File: src/rtl/mem_arbiter.sv
// Arbitrates one single-port memory between instruction fetch and data access.
// Contention alternates priority, and a watchdog aborts hung transactions.
module mem_arbiter #(
   parameter int AW      = 32,
   parameter int DW      = 32,
   parameter int TIMEOUT = 255
) (
   input  logic          clk,
   input  logic          reset,
   input  logic          if_req,
   input  logic [AW-1:0] if_addr,
   output logic [DW-1:0] if_rdata,
   output logic          if_ready,
   input  logic          dm_req,
   input  logic          dm_we,
   input  logic [AW-1:0] dm_addr,
   input  logic [DW-1:0] dm_wdata,
   output logic [DW-1:0] dm_rdata,
   output logic          dm_ready,
   output logic          mem_req,
   output logic          mem_we,
   output logic [AW-1:0] mem_addr,
   output logic [DW-1:0] mem_wdata,
   input  logic [DW-1:0] mem_rdata,
   input  logic          mem_ready,
   output logic          stall_f,
   output logic          stall_m,
   output logic          bus_err
);
   localparam int CW = (TIMEOUT > 1) ? $clog2(TIMEOUT) : 1;

   typedef enum logic [1:0] {IDLE, FETCH, DATA} stateType;
   typedef enum logic {GRANT_FETCH, GRANT_DATA} grantType;

   stateType      state, nextState;
   grantType      lastGrant, nextLastGrant;
   logic [AW-1:0] addrReg, nextAddr;
   logic [DW-1:0] wdataReg, nextWdata;
   logic          weReg, nextWe;
   logic [CW-1:0] waitCnt, nextWaitCnt;
   logic          busErrReg;
   logic          active, timeoutHit, finish, grantFetch, grantData;

   assign active     = (state != IDLE);
   // waitCnt counts cycles already waited, so the TIMEOUT-th empty cycle aborts.
   assign timeoutHit = active & ~mem_ready & (waitCnt == CW'(TIMEOUT - 1));
   assign finish     = active & (mem_ready | timeoutHit);

   assign mem_req   = active;
   assign mem_we    = (state == DATA) & weReg;
   assign mem_addr  = addrReg;
   assign mem_wdata = wdataReg;

   assign if_ready  = finish & (state == FETCH);
   assign dm_ready  = finish & (state == DATA);
   assign if_rdata  = (if_ready & mem_ready) ? mem_rdata : '0;
   assign dm_rdata  = (dm_ready & mem_ready) ? mem_rdata : '0;

   assign stall_f   = if_req & ~if_ready;
   assign stall_m   = dm_req & ~dm_ready;
   assign bus_err   = busErrReg;

   always_comb begin
      // NOTE: every output of this block gets a default first, so no path infers a latch.
      nextState     = state;
      nextLastGrant = lastGrant;
      nextAddr      = addrReg;
      nextWdata     = wdataReg;
      nextWe        = weReg;
      nextWaitCnt   = waitCnt;
      grantFetch    = 1'b0;
      grantData     = 1'b0;

      case (state)
         IDLE: begin
            if (dm_req && (!if_req || lastGrant == GRANT_FETCH)) grantData = 1'b1;
            else if (if_req)                                     grantFetch = 1'b1;
         end
         FETCH: begin
            if (finish) begin
               if (dm_req) grantData = 1'b1;
               else        nextState = IDLE;
            end else begin
               nextWaitCnt = waitCnt + CW'(1);
            end
         end
         DATA: begin
            // The finishing requester's own req is stale here, so only the other may win.
            if (finish) begin
               if (if_req) grantFetch = 1'b1;
               else        nextState  = IDLE;
            end else begin
               nextWaitCnt = waitCnt + CW'(1);
            end
         end
         default: nextState = IDLE;
      endcase

      if (grantData) begin
         nextState     = DATA;
         nextLastGrant = GRANT_DATA;
         nextAddr      = dm_addr;
         nextWdata     = dm_wdata;
         nextWe        = dm_we;
         nextWaitCnt   = '0;
      end else if (grantFetch) begin
         nextState     = FETCH;
         nextLastGrant = GRANT_FETCH;
         nextAddr      = if_addr;
         nextWdata     = '0;
         nextWe        = 1'b0;
         nextWaitCnt   = '0;
      end
   end

   // NOTE: state registers use non-blocking assignments so every flop samples pre-edge values.
   always_ff @(posedge clk or negedge reset) begin
      if (!reset) begin
         state     <= IDLE;
         lastGrant <= GRANT_FETCH;
         addrReg   <= '0;
         wdataReg  <= '0;
         weReg     <= 1'b0;
         waitCnt   <= '0;
         busErrReg <= 1'b0;
      end else begin
         state     <= nextState;
         lastGrant <= nextLastGrant;
         addrReg   <= nextAddr;
         wdataReg  <= nextWdata;
         weReg     <= nextWe;
         waitCnt   <= nextWaitCnt;
         if (timeoutHit) busErrReg <= 1'b1;
      end
   end
endmodule

File: config.mk
export PLATFORM = sky130hd
export DESIGN_NAME = mem_arbiter
export DESIGN_NICKNAME = d
export VERILOG_FILES = /design/src/rtl/mem_arbiter.sv
export SDC_FILE = /design/constraint.sdc
export NUM_CORES = 1
export LEC_CHECK = 0
export ABC_AREA = 1
export BUFFER_PORTS_ARGS = -buffer_cell sky130_fd_sc_hd__buf_2
export CORE_MARGIN = 3
export CORE_UTILIZATION = 37
export DETAILED_ROUTE_END_ITERATION = 12
export GPL_TIMING_DRIVEN = 0
export PLACE_DENSITY = 0.79
export REMOVE_ABC_BUFFERS = 1
export SLEW_MARGIN = 0
export SYNTH_ARGS = -nofsm -noshare
export SYNTH_HDL_FRONTEND = slang
export SYNTH_SLANG_ARGS = --single-unit
File: constraint.sdc
create_clock -name clk -period 1.9 [get_ports clk]
set_input_delay 0.38 -clock clk [delete_from_list [all_inputs] [get_ports clk]]
set_output_delay 0.38 -clock clk [all_outputs]
set_load 0.05 [all_outputs]
==> results.cfg <==
[power]
comb_power_share_pct = 66.9
power_switching_uw = 6688
pwr-share-seq_pct = 22.6
p_per_area_mw_per_mm2 = 1616
peakVddDrop_mv = 1.428
internal_power_uw = 5887
power.share.clock_pct = 10.5
p_leak_uw = 0.003861
swShare_pct = 53.19

[die]
dieArea_mm2 = 0.01160
num_rows = 36
ios = 269
die_x_um = 107.7
start_util_pct = 38.64
fp.coreArea_mm2 = 0.009910
fp.dieH_um = 107.7

[logic_synthesis]
yosys_warnings = 0
async_flop_share_pct = 100.0
ys_types = 30
synth_cells = 450
synth_top_cell_area_share_pct = 50.33
syn_area_per_cell_um2 = 8.508
yosysTopAreaCell = dfrtp_1
yosys-top-cells-area = dfrtp_1 50%, nor2_1 8.9%, a22o_1 7.5%
syn_area_mm2 = 0.003829
ys.flop_type = dfrtp_1
synth.yosys.seq_area_share_pct = 50.33
ys_ff_latch = 77
synth_edf_count = 0

[global_routing]
grt_pass1_vias = 4757
use_met3_pct = 7.139
grt_pass1_wl_mm = 24.12
grt_max_degree = 64
grt_usage_pct = 26.98
grt_antenna_before_repair = 1
grt_use_met1_pct = 27.79
grt-ovfl-total = 0
grt-busiest-layer = met2
globalRouteMet2Util_pct = 49.29

[critical_path]
critical_path_class = register to primary output
crit_fanout = 8
crit_required_ns = 1.52
max_stage_delay_ns = 0.45
startpoint_type = register
cp_cell_sequence = ha_4, inv_2, nor2_2, nand3_2, nand2_4, nand3_4, clkinv_8, nand2_8, nor2_4, buf_8
critPathCaptureType = primary output
cpMaxStageDelayCell = dfrtp_1
worstPathArrival_ns = 2.02

[clocking]
clock-sinks = 77
path_clk_slew_ns = 0.09
cts_root_buf = clkbuf_8
clk_latency_ns = 0.35
ctsHtreeMaxLevel = 3
cts_buffer_depth = 2
cts_tree = built
cts_buffers = 9

[sta]
fin_crit_ns = 2.402
clock_skew_ns = 0.01712
drv_slew = 0
fmax_mhz = 416.4
rsz0062_at_grt = yes
setup_violations = 145
worst_pin_slew_ns = 0.5054
hold_violations = 0
max_slew_margin_pct = 66.31
setup_ws_ns = -0.5017
min_period_over_period_pct = 126.4

[place]
dp_cells = 831
port_buffers = 268
place_ws_ns = -1.192
dp_hpwl_mm = 10.30
place_congestion = 0.8166

[route]
vias = 4786
antenna_left = 0
wirelength_mm = 18.74
wire_per_inst_um = 20.55
viasPerCell = 5.248
drt_first_pass_iters = 5
drcViolationCount = 0
initialDrtViolationCount = 324

[worst_hold_path]
hp-class = primary input to register

[status]
violations = setup timing
status = complete, but fails checks

[final_layout]
stdcell_count = 912
syn_to_final_growth_pct = 103.3
layout-drive-gt1-share_pct = 66.71
nets = 912

[job]
cap_violations = 0
## sequential cells by signal, indices dropped and copies added, names as in the netlist
signal / cells
mem_addr: 32
bus_err: 1
lastGrant: 1
waitCnt: 8
mem_wdata: 32
state: 2
weReg: 1
## cell usage after synthesis (5+ instances only)
cell and number:
nor2_1 91, dfrtp_1 77, nand2_1 77, inv_1 56
a22o_1 33, o21ai_0 21, a21oi_1 16, a22oi_1 15
nand3_1 12, clkbuf_1 8, buf_2 7, buf_6 7
ha_1 5
## final timing paths
kind	slack [ns]	start	cells after the start	end
max	-0.50	waitCnt[1]	10	if_rdata[24]
max reg2reg	-0.46	state[0]	13	mem_wdata[1]
min	0.24	if_addr[30]	3	mem_addr[30]
max in group asynchronous	0.85	reset	3	waitCnt[0]
min reg2reg	0.46	bus_err	2	bus_err
min in group asynchronous	0.48	reset	2	mem_wdata[3]
## per-stage QoR
| stage | hold slack, ns | TNS, ns | util (%) | total power (uW) | instance area, um2 |
|---|---|---|---|---|---|
| CTS | 0.2316 | -50.42 | 67.70 | 11170 | 6709 |
| global route | 0.2327 | -70.47 | 78.54 | 13150 | 7782 |
| detailed placement | 0.2516 | -106.67 | 53.18 | 8595 | 5270 |
| finish | 0.2416 | -58.08 | 78.54 | 12580 | 7782 |
| global placement | 0.4458 | -126.48 | 52.32 | 8332 | 5185 |
| floorplan | 0.08441 | -140.49 | - | 6928 | 3677 |
## per-layer routing
layer | up-vias | part of all wire [%]
li1 | 2115 | -
met1 | 2324 | 33
met2 | 290 | 54
met4 | 0 | 4.8
met3 | 57 | 8.7
met5 | - | 0
## repair_timing
action                     CTS  global route
hold buffers                 1             0
pin swaps                   16            38
setup buffers               33            19
gates cloned                 8            10
setup endpoints to repair  144           146
gates resized for setup    236           230
hold endpoints to repair    14             0
## kinds of logic (layout without fill, tap and decap cells)
family	count (synthesis)	count (layout)	synth area share (%)
AO/OA/AOI/OAI	89	89	16.31
buffers and inverters	80	400	9.542
flip-flops	77	77	50.33
AND/OR/NAND/NOR	196	204	21.50
XOR/XNOR	3	3	0.6864
adder cells (fa/ha/maj)	5	5	1.634
other	0	1	0
## critical path, delay by kind of cell, from the launching register on
| family | cells | cell delay (ns) |
|---|---|---|
| flops | 1 | 0.45 |
| simple gates | 6 | 0.74 |
| buf+inv | 3 | 0.32 |
| fa+ha+maj | 1 | 0.16 |
## power by group through the flow
stage / Clock, uW / Combinational [uW] / Sequential (uW)
after global placement: 0 / 5580 / 2750
after floorplan: 0 / 1900 / 5030
final: 1320 / 8420 / 2840
after detailed placement: 0 / 5820 / 2770
after CTS: 1320 / 7080 / 2770
after global routing: 1410 / 8810 / 2930
## final cells by class
class	instances	area, um2
clock buffers	10	137.6
multi-input cells	301	2561
fillers	597	2127
flip-flops and latches	77	1927
repair inverters	4	68.82
well taps	133	166.4
clock inverters	6	71.32
repair buffers	323	2574
inverters	57	274.0
diodes	1	2.502
## placed cells by master, fill, tap and decap left out, types with 5 or more instances in the layout
cell      synthesis  routed
a21oi_2           0      11
a22o_1           33      33
a22oi_2           0      14
buf_12            0       6
buf_16            0       5
buf_2             7     196
buf_4             1      24
buf_6             7      63
buf_8             0      23
clkbuf_8          0      10
dfrtp_1          77      77
inv_1            56      46
inv_2             1       6
nand2_1          77      60
nand2_2           2      10
nand2_4           2       8
nand2_8           1      12
nand3_2           2       7
nor2_1           91      15
nor2_2            1      29
nor2_4            1      49
o21ai_2           0       9
o21ai_4           1       6
Power figures use the tool's default switching activity.
